[config.mk]
export PLATFORM = sky130hd
export DESIGN_NAME = vga_timing_gen
export DESIGN_NICKNAME = d
export VERILOG_FILES = /design/src/rtl/vga_timing_gen.sv
export SDC_FILE = /design/constraint.sdc
export NUM_CORES = 1
export LEC_CHECK = 0
export BUFFER_PORTS_ARGS = -buffer_cell sky130_fd_sc_hd__buf_4
export CAP_MARGIN = 20
export CORE_MARGIN = 2
export CORE_UTILIZATION = 53
export CTS_CLUSTER_DIAMETER = 120
export DETAILED_ROUTE_END_ITERATION = 16
export PLACE_DENSITY = 0.77
export SYNTH_ARGS = -nofsm -noshare
export SYNTH_HDL_FRONTEND = slang
export SYNTH_SLANG_ARGS = --single-unit
[constraint.sdc]
create_clock -name clk -period 3.4 [get_ports clk]
set_input_delay 0.34 -clock clk [delete_from_list [all_inputs] [get_ports clk]]
set_output_delay 0.34 -clock clk [all_outputs]
set_load 0.02 [all_outputs]
[src/rtl/vga_timing_gen.sv]
// Parametrised VGA raster timing generator: sync, data-enable, coordinates and strobes.
// Optional frame counter port enabled by defining VGA_TIMING_FRAME_CNT_EN.
module vga_timing_gen #(
  parameter int H_ACTIVE = 800,
  parameter int H_FP     = 56,
  parameter int H_SYNC   = 120,
  parameter int H_BP     = 64,
  parameter int V_ACTIVE = 600,
  parameter int V_FP     = 37,
  parameter int V_SYNC   = 6,
  parameter int V_BP     = 23,
  parameter bit HS_POL   = 1'b1,
  parameter bit VS_POL   = 1'b1,
  parameter int CW       = 11,
  parameter int FCW      = 16
) (
  input  logic          clk,
  input  logic          rst,
  input  logic          ce,
  output logic          hs,
  output logic          vs,
  output logic          de,
  output logic [CW-1:0] x,
  output logic [CW-1:0] y,
  output logic          line_start,
`ifdef VGA_TIMING_FRAME_CNT_EN
  output logic          frame_start,
  output logic [FCW-1:0] frame_cnt
`else
  output logic          frame_start
`endif
);

  localparam int H_TOTAL = H_ACTIVE + H_FP + H_SYNC + H_BP;
  localparam int V_TOTAL = V_ACTIVE + V_FP + V_SYNC + V_BP;

  localparam logic [CW-1:0] H_LAST = CW'(H_TOTAL - 1);
  localparam logic [CW-1:0] V_LAST = CW'(V_TOTAL - 1);
  localparam logic [CW-1:0] H_ACT  = CW'(H_ACTIVE);
  localparam logic [CW-1:0] V_ACT  = CW'(V_ACTIVE);
  localparam logic [CW-1:0] HS_BEG = CW'(H_ACTIVE + H_FP);
  localparam logic [CW-1:0] HS_END = CW'(H_ACTIVE + H_FP + H_SYNC - 1);
  localparam logic [CW-1:0] VS_BEG = CW'(V_ACTIVE + V_FP);
  localparam logic [CW-1:0] VS_END = CW'(V_ACTIVE + V_FP + V_SYNC - 1);

  logic [CW-1:0] x_n, y_n;
  logic          hs_n, vs_n, de_n, ls_n, fs_n;

  // Flags are decoded from the next-state coordinates so that, once
  // registered, they line up with x/y without a cycle of skew.
  always_comb begin
    x_n = x;
    y_n = y;
    if (ce) begin
      if (x == H_LAST) begin
        x_n = '0;
        y_n = (y == V_LAST) ? '0 : y + CW'(1);
      end else begin
        x_n = x + CW'(1);
      end
    end
    hs_n = ((x_n >= HS_BEG) && (x_n <= HS_END)) ? HS_POL : ~HS_POL;
    vs_n = ((y_n >= VS_BEG) && (y_n <= VS_END)) ? VS_POL : ~VS_POL;
    de_n = (x_n < H_ACT) && (y_n < V_ACT);
    ls_n = ce && (x_n == '0);
    fs_n = ce && (x_n == '0) && (y_n == '0);
  end

  always_ff @(posedge clk or posedge rst) begin
    if (rst) begin
      x           <= H_LAST;
      y           <= V_LAST;
      hs          <= ~HS_POL;
      vs          <= ~VS_POL;
      de          <= 1'b0;
      line_start  <= 1'b0;
      frame_start <= 1'b0;
    end else begin
      x           <= x_n;
      y           <= y_n;
      hs          <= hs_n;
      vs          <= vs_n;
      de          <= de_n;
      line_start  <= ls_n;
      frame_start <= fs_n;
    end
  end

`ifdef VGA_TIMING_FRAME_CNT_EN
  always_ff @(posedge clk or posedge rst) begin
    if (rst)       frame_cnt <= '0;
    else if (fs_n) frame_cnt <= frame_cnt + FCW'(1);
  end
`else
  logic [FCW-1:0] unused_fcw;
  assign unused_fcw = '0;
`endif

endmodule

# --- Word level (Yosys, flattened, before mapping) ---
# Index checks and enable logic that the tools add are counted.
word_totals:
  in_bits: 3
  register_bits: 27
  out_inout_bits: 27
classes:
  muxes: 7
  n_eq_ne: 2
  magnitude_cmp: 6
  reduce_logical: 7
  add_sub_neg: 2
op_table:
  columns: ["op", "count"]
  rows:
  - ["two-way mux 11 bit", 5]
  - ["adder 11 x 1 -> 11 bit, second input constant", 2]
  - [">= comparator 11 x 10 -> 1 bit, second input constant", 2]
  - ["less-or-equal comparator 11 x 10 -> 1 bit, second input constant", 2]
  - ["logical NOT 11 bit", 2]
  - ["less-than comparator 11 x 10 -> 1 bit, second input constant", 2]
  - ["equality test 11 x 10 -> 1 bit, second input constant", 1]
  - ["equality test 11 bit, second input constant", 1]
  - ["logical AND 1 bit", 5]
  - ["two-way mux 1 bit", 2]

# --- Depth between registers and ports, before layout ---
# Gate-level depths: netlist of the first run.
logic_depth:
  word_depth: 7
  depth_mapped: 9
  depth_no_buf: 8

# --- Least setup slack after synthesis of the first run ---
# OpenSTA, ideal clock, no wires.
synth_timing:
  path_type: "reg2reg"
  startpoint: "register x[1]"
  endpoint: "register frame_start"
  setup_slack_ps: 456
  path_buffers: 1
  setup_ps: 96
  arrival_time_ps: 2848
  stages_incl_launch_ff: 9
  synth_period_minus_slack_ps: 2944
  required_ps: 3304
  path_cell_list: "dfstp_2 ha_1 and4_1 buf_2 nand3_2 o31a_1 or4_1 or4b_4 nor4_2"
synth_between:
  elab_chain_cells: 6
  word_cells_on_any_way: 10
synth_lines:
  columns: ["element", "line", "text"]
  rows:
  - ["start: declaration", "23", "output logic [CW-1:0] x,"]
  - ["start signal: assignment", "79", "x <= x_n;"]
  - ["adder 11 x 1 -> 11 bit or equality test 11 bit (tied branches)", "59, 55", null]
  - ["two-way mux 11 bit", "55", "if (x == H_LAST) begin"]
  - ["two-way mux 11 bit", "54", "if (ce) begin"]
  - ["logical NOT 11 bit", "66", "fs_n = ce && (x_n == '0) && (y_n == '0);"]
  - ["logical AND 1 bit", "66", null]
  - ["logical AND 1 bit *", "66", null]
  - ["net fs_n", "47", "logic hs_n, vs_n, de_n, ls_n, fs_n;"]
  - ["end signal: assignment", "85", "frame_start <= fs_n;"]
  - ["end: declaration", "30", "output logic frame_start"]
# Mark *: on every way through the listed nets, which the timed path passes. The rest lies on a longest branch.

# --- Final worst setup path of the first run ---
layout_timing:
  startpoint: "register x[0]"
  endpoint: "register frame_start"
layout_between:
  word_cells_on_any_way: 10
layout_rtl:
  columns: ["element", "line", "text"]
  rows:
  - ["equality test 11 bit", "55", null]
  - ["two-way mux 11 bit", "55", null]
  - ["two-way mux 11 bit", "54", null]
  - ["net y_n[3]", "46", "logic [CW-1:0] x_n, y_n;"]
  - ["logical NOT 11 bit", "66", null]
  - ["logical AND 1 bit", "66", null]
  - ["net fs_n", "47", null]
# The timed path passes the listed nets, and every way through them passes these cells.

==> results of run 1 <==
-- power by group --
| group | switching, mW | internal (mW) | leakage, nW |
|---|---|---|---|
| Clock | 0.0968 | 0.0450 | 0.0139 |
| Sequential | 0.0678 | 0.369 | 0.327 |
| Combinational | 0.161 | 0.105 | 0.569 |
| Total | 0.326 | 0.519 | 0.910 |
-- cell usage in the layout, fill, tap and decap left out, types with 5 or more instances in the layout --
cell type  count
inv_1         15
nor2_1         5
nand4_1        7
or2_2          5
nand3_1       13
dfrtp_1       17
xnor2_1        8
dfstp_2       10
buf_4         32
o21ai_0        6
nand2_1        9
nor3_1         7
and3_1         6
-- logic make-up after synthesis --
| family | share of synthesized area |
|---|---|
| xor gates and xnor gates | 0.0597 |
| DFF | 0.426 |
| muxes | 0.00620 |
| AOI/OAI and AO/OA | 0.155 |
| adders and majority gates | 0.0233 |
| buffers and inverters | 0.0481 |
| and+or+nand+nor | 0.281 |
-- how the worst min path moves through the flow --
stage / start / slack (ns) / end / depth (start not counted)
2_1_floorplan: rst / 0.39 / de$_DFF_PP0_ / 1
6_report: ce / 0.25 / x[0]$_DFF_PP1_ / 2
5_1_grt: ce / 0.25 / x[0]$_DFF_PP1_ / 2
3_5_place_dp: x[2]$_DFF_PP1_ / 0.56 / x[2]$_DFF_PP1_ / 1
4_1_cts: ce / 0.25 / x[0]$_DFF_PP1_ / 2
3_3_place_gp: x[2]$_DFF_PP1_ / 0.54 / x[2]$_DFF_PP1_ / 1
-- sequential cells by signal (all words and copies together) (netlist names) --
signal and count:
frame_start 1, vs 1, de 1, hs 1
line_start 1, x 11, y 11
-- routing by layer --
layer,up-vias,share of wire,routed length (um),global-route usage
li1,696,-,-,-
met1,702,0.42,1740,0.307
met2,59,0.50,2040,0.416
met3,16,0.049,201,0.0306
met4,0,0.033,136,0.107
met5,-,0,0,0
-- stage by stage --
step,std cells,util
after detailed placement,227,0.629
after global routing,233,0.652
after global placement,227,0.629
after CTS,231,0.639
final,233,0.652
after floorplan,167,-
-- layout make-up --
type	count	area, um^2	share of cell area
multi-input combinational	120	848	0.437
sequential	27	688	0.354
timing repair buffer	34	278	0.143
inverter	15	56.3	0.0290
tap	33	41.3	0.0213
clock buffer	3	22.5	0.0116
clock inverter	1	7.51	0.00387
-- repair_timing --
action	CTS	global route
setup endpoints to repair	0	0
hold buffers	0	1
endpoints found under the hold margin	0	3
==> results by group, run 1 <==
STA
  – Count of final setup violators: 0
  – Rel. slew slack: 0.574
  – Setup TNS: 0 ns
  – Fin crit period: approximately 3.2 ns
  – Max Transition Viols Final: 0
  – Fin crit share: 0.932
  – Fmax achieved: approximately 320 MHz
  – Slew @ Worst Pin: 0.630 ns
  – Final hold vios: 0
  – Fin Clk Skew: 0.00434 ns
  – Final worst slack: between 0.2 and 0.25 ns
  – Hold_ws: roughly 0.25 ns
  – RSZ-0062 raised after global routing: no

Final layout
  – Post-Layout Inst Area: 1940 um^2
  – Antenna cell count: 0
  – Synth-to-Final Area Change: 20.3%
  – Ratio of cells with drive above 1 in the final layout: 0.305
  – # nets final: ~210
  – FILL cells: ~250

Floorplan
  – Row cnt: 20
  – Io pins: 30
  – Full die area: around 3500 um^2
  – Starting Density: 0.542
  – Die Y: ~59 um
  – Core ar.: 2980 um^2
  – DIE WIDTH: around 60 um

Worst setup path
  – Delay-heaviest family, CP: simple AND/OR/NAND/NOR gates
  – FF-to-FF Start: x[0]$_DFF_PP1_
  – Worst Path Required: about 3.6 ns
  – Critical path fanouts, max: 10
  – Critical path's slowest cell: dfstp_2
  – CP Class: reg2reg
  – Worst R2R Path Depth: 7
  – Slowest stage delay, CP: slightly above 0.6 ns
  – Worst Setup End Kind: flip-flop
  – CP Launch Point: x[0]$_DFF_PP1_
  – CP Capture Point: frame_start$_DFF_PP0_
  – WP depth: 7
  – R2r setup slk: about 0.23 ns
  – FF-to-FF End: frame_start$_DFF_PP0_
  – Arr. time, crit path: between 3 and 4 ns
  – Crit path buffers/inverters: 0
  – Worst Setup Start Kind: flip-flop
  – Crit-path cells: ha_1, and4_1, and3_1, a31oi_1, or4_1, or4b_4, nor4_2

Power and ir drop
  – Tot Pwr: between 0.8 and 0.9 mW
  – PD cells: ~440 nW/um^2
  – VDD IR-drop max: roughly 0.14 mV
  – Lkg Pwr: just over 0.9 nW

Clock tree
  – Clock transition at the registers of the reported paths: around 0.15 ns
  – Root Buffer: clkbuf_4
  – PostCTS Resize Cnt: 0
  – Clock latency on the worst-skew pair: 0.32 ns
  – H-tree depth: 1
  – Clock Sinks: 27
  – CTS tree: yes
  – Postcts setup bufs: 0
  – CTS max path bufs: 2
  – Num CTS Buffers: 3

Yosys
  – Asr flop ratio synth: 1.00
  – Most frequent cell after synthesis: dfrtp_1
  – Ys Warns: 0
  – Leading area contributor after synthesis: dfrtp_1
  – Post-synth top flop: dfrtp_1
  – Synth unique cells: 51
  – Mapped cell area: 1610 um^2
  – Avg Cell Area, Syn: ~9.7 um^2
  – Post-synth EDFFs: 0
  – Synth top area share: 0.264
  – Flops & latches, synth: 27
  – Most frequent cells after synthesis: dfrtp_1, inv_1, nand3_1, dfstp_2, nand2_1
  – Post-Synthesis Cells: about 170
  – Synth area leaders: dfrtp_1, dfstp_2, xnor2_1
  – Seq/Total Area, Yosys: 0.426
  – Syn_nets: ~170

Routing
  – Drc violations: 0
  – Vias: between 1000 and 1500
  – First-pass detailed-route iteration total: 4
  – DRT antenna net count: 0
  – Initial drt markers: 98
  – Via/cell ratio: between 6 and 7
  – Detailed Route WL: 4120 um
  – Drt wl/cell: between 15 and 20 um

Run
  – Max Cap Viol: 0

Global route
  – Largest net degree at the start of global routing: 28
  – Total gr overflow: 0
  – Initial antenna violation count: 0
  – Vias in the first global route: 1439
  – GRT Resource Usage Total: 0.244
  – First-pass GRT wire length: between 6000 and 7000 um

Outcome
  – Status: finished clean

Placement
  – IO buf count: 29
  – DP Worst Slack: approximately 0.31 ns
  – HPWL Detailed: about 3100 um
  – DP Area: roughly 1900 um^2
  – Placer Congestion: approximately 0.97

Hold path
  – Hold WC Path Type: in2reg
No activity file was read; power rests on OpenSTA's default activity.
==> run 2, diff against run 1 <==
==> constraint.sdc (replaced) <==
create_clock -name clk -period 3.4 [get_ports clk]
set_input_delay 0.68 -clock clk [delete_from_list [all_inputs] [get_ports clk]]
set_output_delay 0.68 -clock clk [all_outputs]
set_load 0.02 [all_outputs]
==> run 2 against run 1 <==
Compared with the run above:
- cell area decreased by 1.2%
- global-route usage increased by 1.5 points
- setup slack got worse by 0.043 ns
- largest power group unchanged
- critical path depth unchanged
- via count increased by 3.8%
- maximum frequency decreased by 1.3%
- count of clock-buffer cells in the layout unchanged
- power increased by 0.26%
- sequential share of layout area increased by 0.42 points
- final cell count decreased by 0.43%
==> results by group, run 2 (synthesis results as in run 1) <==
STA
  – Fin Clk Skew: 0.00110 ns (-0.00324 ns)
  – RSZ-0062 raised after global routing: no
  – Slew @ Worst Pin: 0.648 ns (+0.0177 ns)
  – Setup TNS: 0 ns (unchanged)
  – Fmax achieved: 311 MHz (-1.3%)
  – Count of final setup violators: 0 (unchanged)
  – Rel. slew slack: 0.568 (-0.00633)
  – Fin crit period: 3.21 ns (+0.0433 ns)
  – Final hold vios: 0 (unchanged)
  – Max Transition Viols Final: 0 (unchanged)
  – Fin crit share: 0.944 (+0.0127)

Final layout
  – Antenna cell count: 0 (unchanged)
  – Synth-to-Final Area Change: 18.9%
  – FILL cells: 269 (+8.9%)
  – Fin util: 0.645 (-0.00756)
  – Commonest non-fill, non-tap cell in the layout: buf_4
  – Ratio of cells with drive above 1 in the final layout: 0.307 (+0.00153)
  – # nets final: 206 (-0.48%)
  – Final std cells w/o fill: 232 (-0.43%)
  – Top Registers: x: 11 flops, y: 11 flops
  – Most frequent cells in the layout: buf_4, dfrtp_1, inv_1

Floorplan
  – Io pins: 30 (unchanged)
  – Full die area: 3500 um^2 (unchanged)
  – Row cnt: 20 (unchanged)
  – Core ar.: 2980 um^2 (unchanged)
  – Die Y: 59.2 um (unchanged)
  – Starting Density: 0.542 (unchanged)
  – DIE WIDTH: 59.2 um (unchanged)

Worst setup path
  – Worst Setup End Kind: flip-flop
  – Worst Setup Start Kind: flip-flop
  – Worst Path Required: 3.66 ns (+0.02 ns)
  – Critical path fanouts, max: 10 (unchanged)
  – CP Class: reg2reg
  – Arr. time, crit path: 3.47 ns (+0.06 ns)

Run
  – Max Cap Viol: 0 (unchanged)

Clock tree
  – Root Buffer: clkbuf_4
  – CTS tree: yes
  – Clock transition at the registers of the reported paths: 0.15 ns (about the same)
  – Clock Sinks: 27 (unchanged)
  – Hold buffers post-CTS: 0 (unchanged)
  – CTS max path bufs: 2 (unchanged)
  – PostCTS Resize Cnt: 0 (unchanged)
  – Num CTS Buffers: 3 (unchanged)
  – Clock latency on the worst-skew pair: 0.34 ns (+0.02 ns)
  – Postcts setup bufs: 0 (unchanged)
  – H-tree depth: 1 (unchanged)

Routing
  – Vias: 1529 (+3.8%)
  – Drc violations: 0 (unchanged)
  – Drt wl/cell: 18.4 um (+4.2%)
  – Detailed Route WL: 4270 um (+3.8%)
  – First-pass detailed-route iteration total: 4 (unchanged)
  – DRT antenna net count: 0 (unchanged)
  – Via/cell ratio: 6.59 (+4.2%)
  – Initial drt markers: 118 (+20%)

Global route
  – GRT Resource Usage Total: 0.258 (+0.0148)
  – Initial antenna violation count: 0 (unchanged)
  – Total gr overflow: 0 (unchanged)
  – Largest net degree at the start of global routing: 28 (unchanged)
  – First-pass GRT wire length: 6780 um (+3.4%)
  – Vias in the first global route: 1391 (-3.3%)

Power and ir drop
  – PD cells: 441 nW/um^2 (+1.4%)
  – Lkg Pwr: 0.901 nW (-1.0%)
  – Tot Pwr: 0.847 mW (+0.26%)
  – VDD IR-drop max: 0.213 mV (+49%)

Outcome
  – Status: finished clean

Hold path
  – Hold WC Path Type: in2async

Placement
  – Dpl cells: 227 (unchanged)
  – Placer Congestion: 0.878 (-9.3%)
  – HPWL Detailed: 3260 um (+4.8%)
  – IO buf count: 29 (unchanged)
run 2: cell count changes in the layout (fill, tap and decap cells not counted), sizes merged:
cell / delta
dlygate4sd3: -1
run 2: cell type report:
class	instances	area (um^2)	area share
Clock buffer	3	22.5	0.0117
Tap cell	33	41.3	0.0215
Multi-Input combinational cell	120	848	0.442
Timing Repair Buffer	33	255	0.133
Sequential cell	27	688	0.359
Clock inverter	1	7.51	0.00391
Inverter	15	56.3	0.0293
run 2: metal layers:
metal,part of all wire,global-route usage,vias to the layer above
met3,0.044,0.0306,15
met5,0,0,-
met1,0.43,0.335,752
met2,0.50,0.433,66
li1,-,-,696
met4,0.030,0.107,0
run 2: path summary, 6_finish.rpt:
| check | start | endpoint | slack (ns) | cells past startpoint |
|---|---|---|---|---|
| max in group asynchronous | rst | x[1]$_DFF_PP1_ | 2.46 | 3 |
| setup reg to reg | x[0]$_DFF_PP1_ | frame_start$_DFF_PP0_ | 0.19 | 7 |
| hold reg to reg | x[2]$_DFF_PP1_ | x[2]$_DFF_PP1_ | 0.57 | 1 |
| min in group clk | x[2]$_DFF_PP1_ | x[2]$_DFF_PP1_ | 0.57 | 1 |
| setup / recovery | x[0]$_DFF_PP1_ | frame_start$_DFF_PP0_ | 0.19 | 7 |
| hold / removal | rst | x[9]$_DFF_PP0_ | 0.37 | 2 |
run 2: worst max-delay path, cell delays in order (launching register included):
cell,delay [ns]
dfstp_2,0.61
ha_1,0.20
and4_1,0.46
and3_1,0.35
a31oi_1,0.20
or4_1,0.54
or4b_4,0.51
nor4_2,0.26
run 2: where the power goes:
group	internal, mW	switching (mW)
Sequential	0.369	0.0727
Combinational	0.103	0.157
Clock	0.0452	0.101
run 2: through the flow:
stage,hold slack [ns],instance area (um^2),worst slack [ns]
final,0.368,1920,0.190
after global routing,0.391,1920,0.0641
after CTS,0.569,1900,0.226
after detailed placement,0.548,1870,0.194
after global placement,0.547,1870,0.295
after floorplan,0.543,1610,0.456
==> run 3, diff against run 2 <==
--- a/config.mk
+++ b/config.mk
@@ -11,7 +11,7 @@
 export CORE_UTILIZATION = 53
 export CTS_CLUSTER_DIAMETER = 120
 export DETAILED_ROUTE_END_ITERATION = 16
-export PLACE_DENSITY = 0.77
+export PLACE_DENSITY = 0.78
 export SYNTH_ARGS = -nofsm -noshare
 export SYNTH_HDL_FRONTEND = slang
 export SYNTH_SLANG_ARGS = --single-unit
==> run 3 against run 2 <==
Compared with the run above:
- sequential power is essentially flat
- utilization grew 0.42 points
- critical path type unchanged
- critical endpoint unchanged
- count of clock-buffer cells in the layout is the same
- sequential share of layout area shrank 0.23 points
- wire length shrank 0.82%
- global-route usage grew 0.13 points
- clock skew grew 0.0079 ns
- clock power is essentially flat
- largest power group unchanged
==> results by group, run 3 (synthesis results as in run 1) <==
Outcome
  – Status: finished clean

Final layout
  – Most frequent cells in the layout: buf_4, dfrtp_1, inv_1
  – Post-Layout Inst Area: 1930 um^2 (+0.65%)
  – Top Registers: x: 11 flops, y: 11 flops
  – # nets final: 206 (unchanged)
  – Ratio of cells with drive above 1 in the final layout: 0.307 (unchanged)
  – Commonest non-fill, non-tap cell in the layout: buf_4
  – Synth-to-Final Area Change: 19.7%
  – Antenna cell count: 0 (unchanged)

Worst setup path
  – Worst R2R Path Depth: 7 (unchanged)
  – FF-to-FF Start: x[0]$_DFF_PP1_
  – CP Class: reg2reg
  – Worst Setup End Kind: flip-flop
  – Worst Setup Start Kind: flip-flop
  – Critical path fanouts, max: 10 (unchanged)
  – Worst Path Required: 3.67 ns (about the same)
  – CP Launch Point: x[0]$_DFF_PP1_
  – Arr. time, crit path: 3.42 ns (-0.05 ns)

Power and ir drop
  – Lkg Pwr: 0.906 nW (+0.58%)
  – PD cells: 440 nW/um^2 (-0.42%)
  – VDD IR-drop max: 0.159 mV (-25%)

Global route
  – Vias in the first global route: 1476 (+6.1%)
  – First-pass GRT wire length: 6800 um (+0.41%)
  – Largest net degree at the start of global routing: 28 (unchanged)
  – GRT Resource Usage Total: 0.260 (+0.00125)
  – Initial antenna violation count: 0 (unchanged)
  – Total gr overflow: 0 (unchanged)

Floorplan
  – Die Y: 59.2 um (unchanged)
  – Starting Density: 0.542 (unchanged)
  – Io pins: 30 (unchanged)
  – Core ar.: 2980 um^2 (unchanged)
  – Full die area: 3500 um^2 (unchanged)
  – Row cnt: 20 (unchanged)
  – DIE WIDTH: 59.2 um (unchanged)

Clock tree
  – Root Buffer: clkbuf_4
  – Clock latency on the worst-skew pair: 0.34 ns (about the same)
  – CTS tree: yes
  – PostCTS Resize Cnt: 0 (unchanged)
  – Hold buffers post-CTS: 0 (unchanged)
  – Clock Sinks: 27 (unchanged)
  – Clock transition at the registers of the reported paths: 0.15 ns (about the same)
  – Postcts setup bufs: 0 (unchanged)
  – CTS max path bufs: 2 (unchanged)
  – H-tree depth: 1 (unchanged)
  – Num CTS Buffers: 3 (unchanged)

Hold path
  – Hold WC Path Type: in2async

STA
  – Hold_ws: 0.193 ns (-0.175 ns)
  – Fin Clk Skew: 0.00903 ns (+0.00793 ns)
  – Slew @ Worst Pin: 0.609 ns (-0.0390 ns)
  – RSZ-0062 raised after global routing: no
  – Fin crit period: 3.15 ns (-0.0574 ns)
  – Final worst slack: 0.247 ns (+0.0574 ns)
  – Fin crit share: 0.927 (-0.0169)
  – Fmax achieved: 317 MHz (+1.8%)
  – Max Transition Viols Final: 0 (unchanged)
  – Final hold vios: 0 (unchanged)
  – Rel. slew slack: 0.594 (+0.0260)
  – Count of final setup violators: 0 (unchanged)
  – Setup TNS: 0 ns (unchanged)

Routing
  – DRT antenna net count: 0 (unchanged)
  – Initial drt markers: 138 (+17%)
  – Drc violations: 0 (unchanged)
  – First-pass detailed-route iteration total: 4 (unchanged)
  – Via/cell ratio: 6.39 (-3.0%)
  – Vias: 1483 (-3.0%)
  – Detailed Route WL: 4240 um (-0.82%)
  – Drt wl/cell: 18.3 um (-0.82%)

Placement
  – HPWL Detailed: 3210 um (-1.5%)
  – IO buf count: 29 (unchanged)
  – Placer Congestion: 0.970 (+10%)
  – DP Worst Slack: 0.219 ns (+0.0251 ns)
  – DP Area: 1870 um^2 (unchanged)

Run
  – Max Cap Viol: 0 (unchanged)
## run 3: metal layers
| layer | routed length, um | vias up | global-route usage |
|---|---|---|---|
| met5 | 0 | - | 0 |
| met2 | 2150 | 70 | 0.430 |
| met4 | 130 | 0 | 0.156 |
| met3 | 230 | 11 | 0.0284 |
| met1 | 1730 | 708 | 0.322 |
| li1 | - | 694 | - |
## run 3: layout make-up
class / instances / area (um^2)
inverter: 15 / 56.3
clock inverter: 1 / 7.51
timing repair buffer: 33 / 268
clock buffer: 3 / 22.5
multi-input combinational: 120 / 848
fill: 265 / 1050
tap: 33 / 41.3
sequential: 27 / 688
## run 3: final timing paths
kind                                    endpoint  slack, ns
hold / removal                      hs$_DFF_PP0_       0.19
max in group asynchronous         x[1]$_DFF_PP1_       2.77
setup / recovery           frame_start$_DFF_PP0_       0.25
min in group clk                  x[2]$_DFF_PP1_       0.58
hold reg to reg                   x[2]$_DFF_PP1_       0.58
setup reg to reg           frame_start$_DFF_PP0_       0.25
## run 3: per-stage QoR
step | total power [mW] | std cells | util
floorplan | 0.597 | 167 | -
global placement | 0.692 | 227 | 0.629
detailed placement | 0.701 | 227 | 0.629
CTS | 0.844 | 231 | 0.639
global route | 0.898 | 232 | 0.649
finish | 0.849 | 232 | 0.649
## run 3: critical path, cell delays in order, from the launching register on
cell     delay (ns)
dfstp_2        0.61
ha_1           0.20
and4_1         0.43
and3_1         0.35
a31oi_1        0.20
or4_1          0.53
or4b_4         0.51
nor4_2         0.26
## run 3: report_power, final
part / internal, mW / leakage (nW) / total (mW) / switching [mW]
logic: 0.105 / 0.565 / 0.264 / 0.159
clock network: 0.0453 / 0.0139 / 0.146 / 0.101
registers: 0.369 / 0.327 / 0.439 / 0.0703
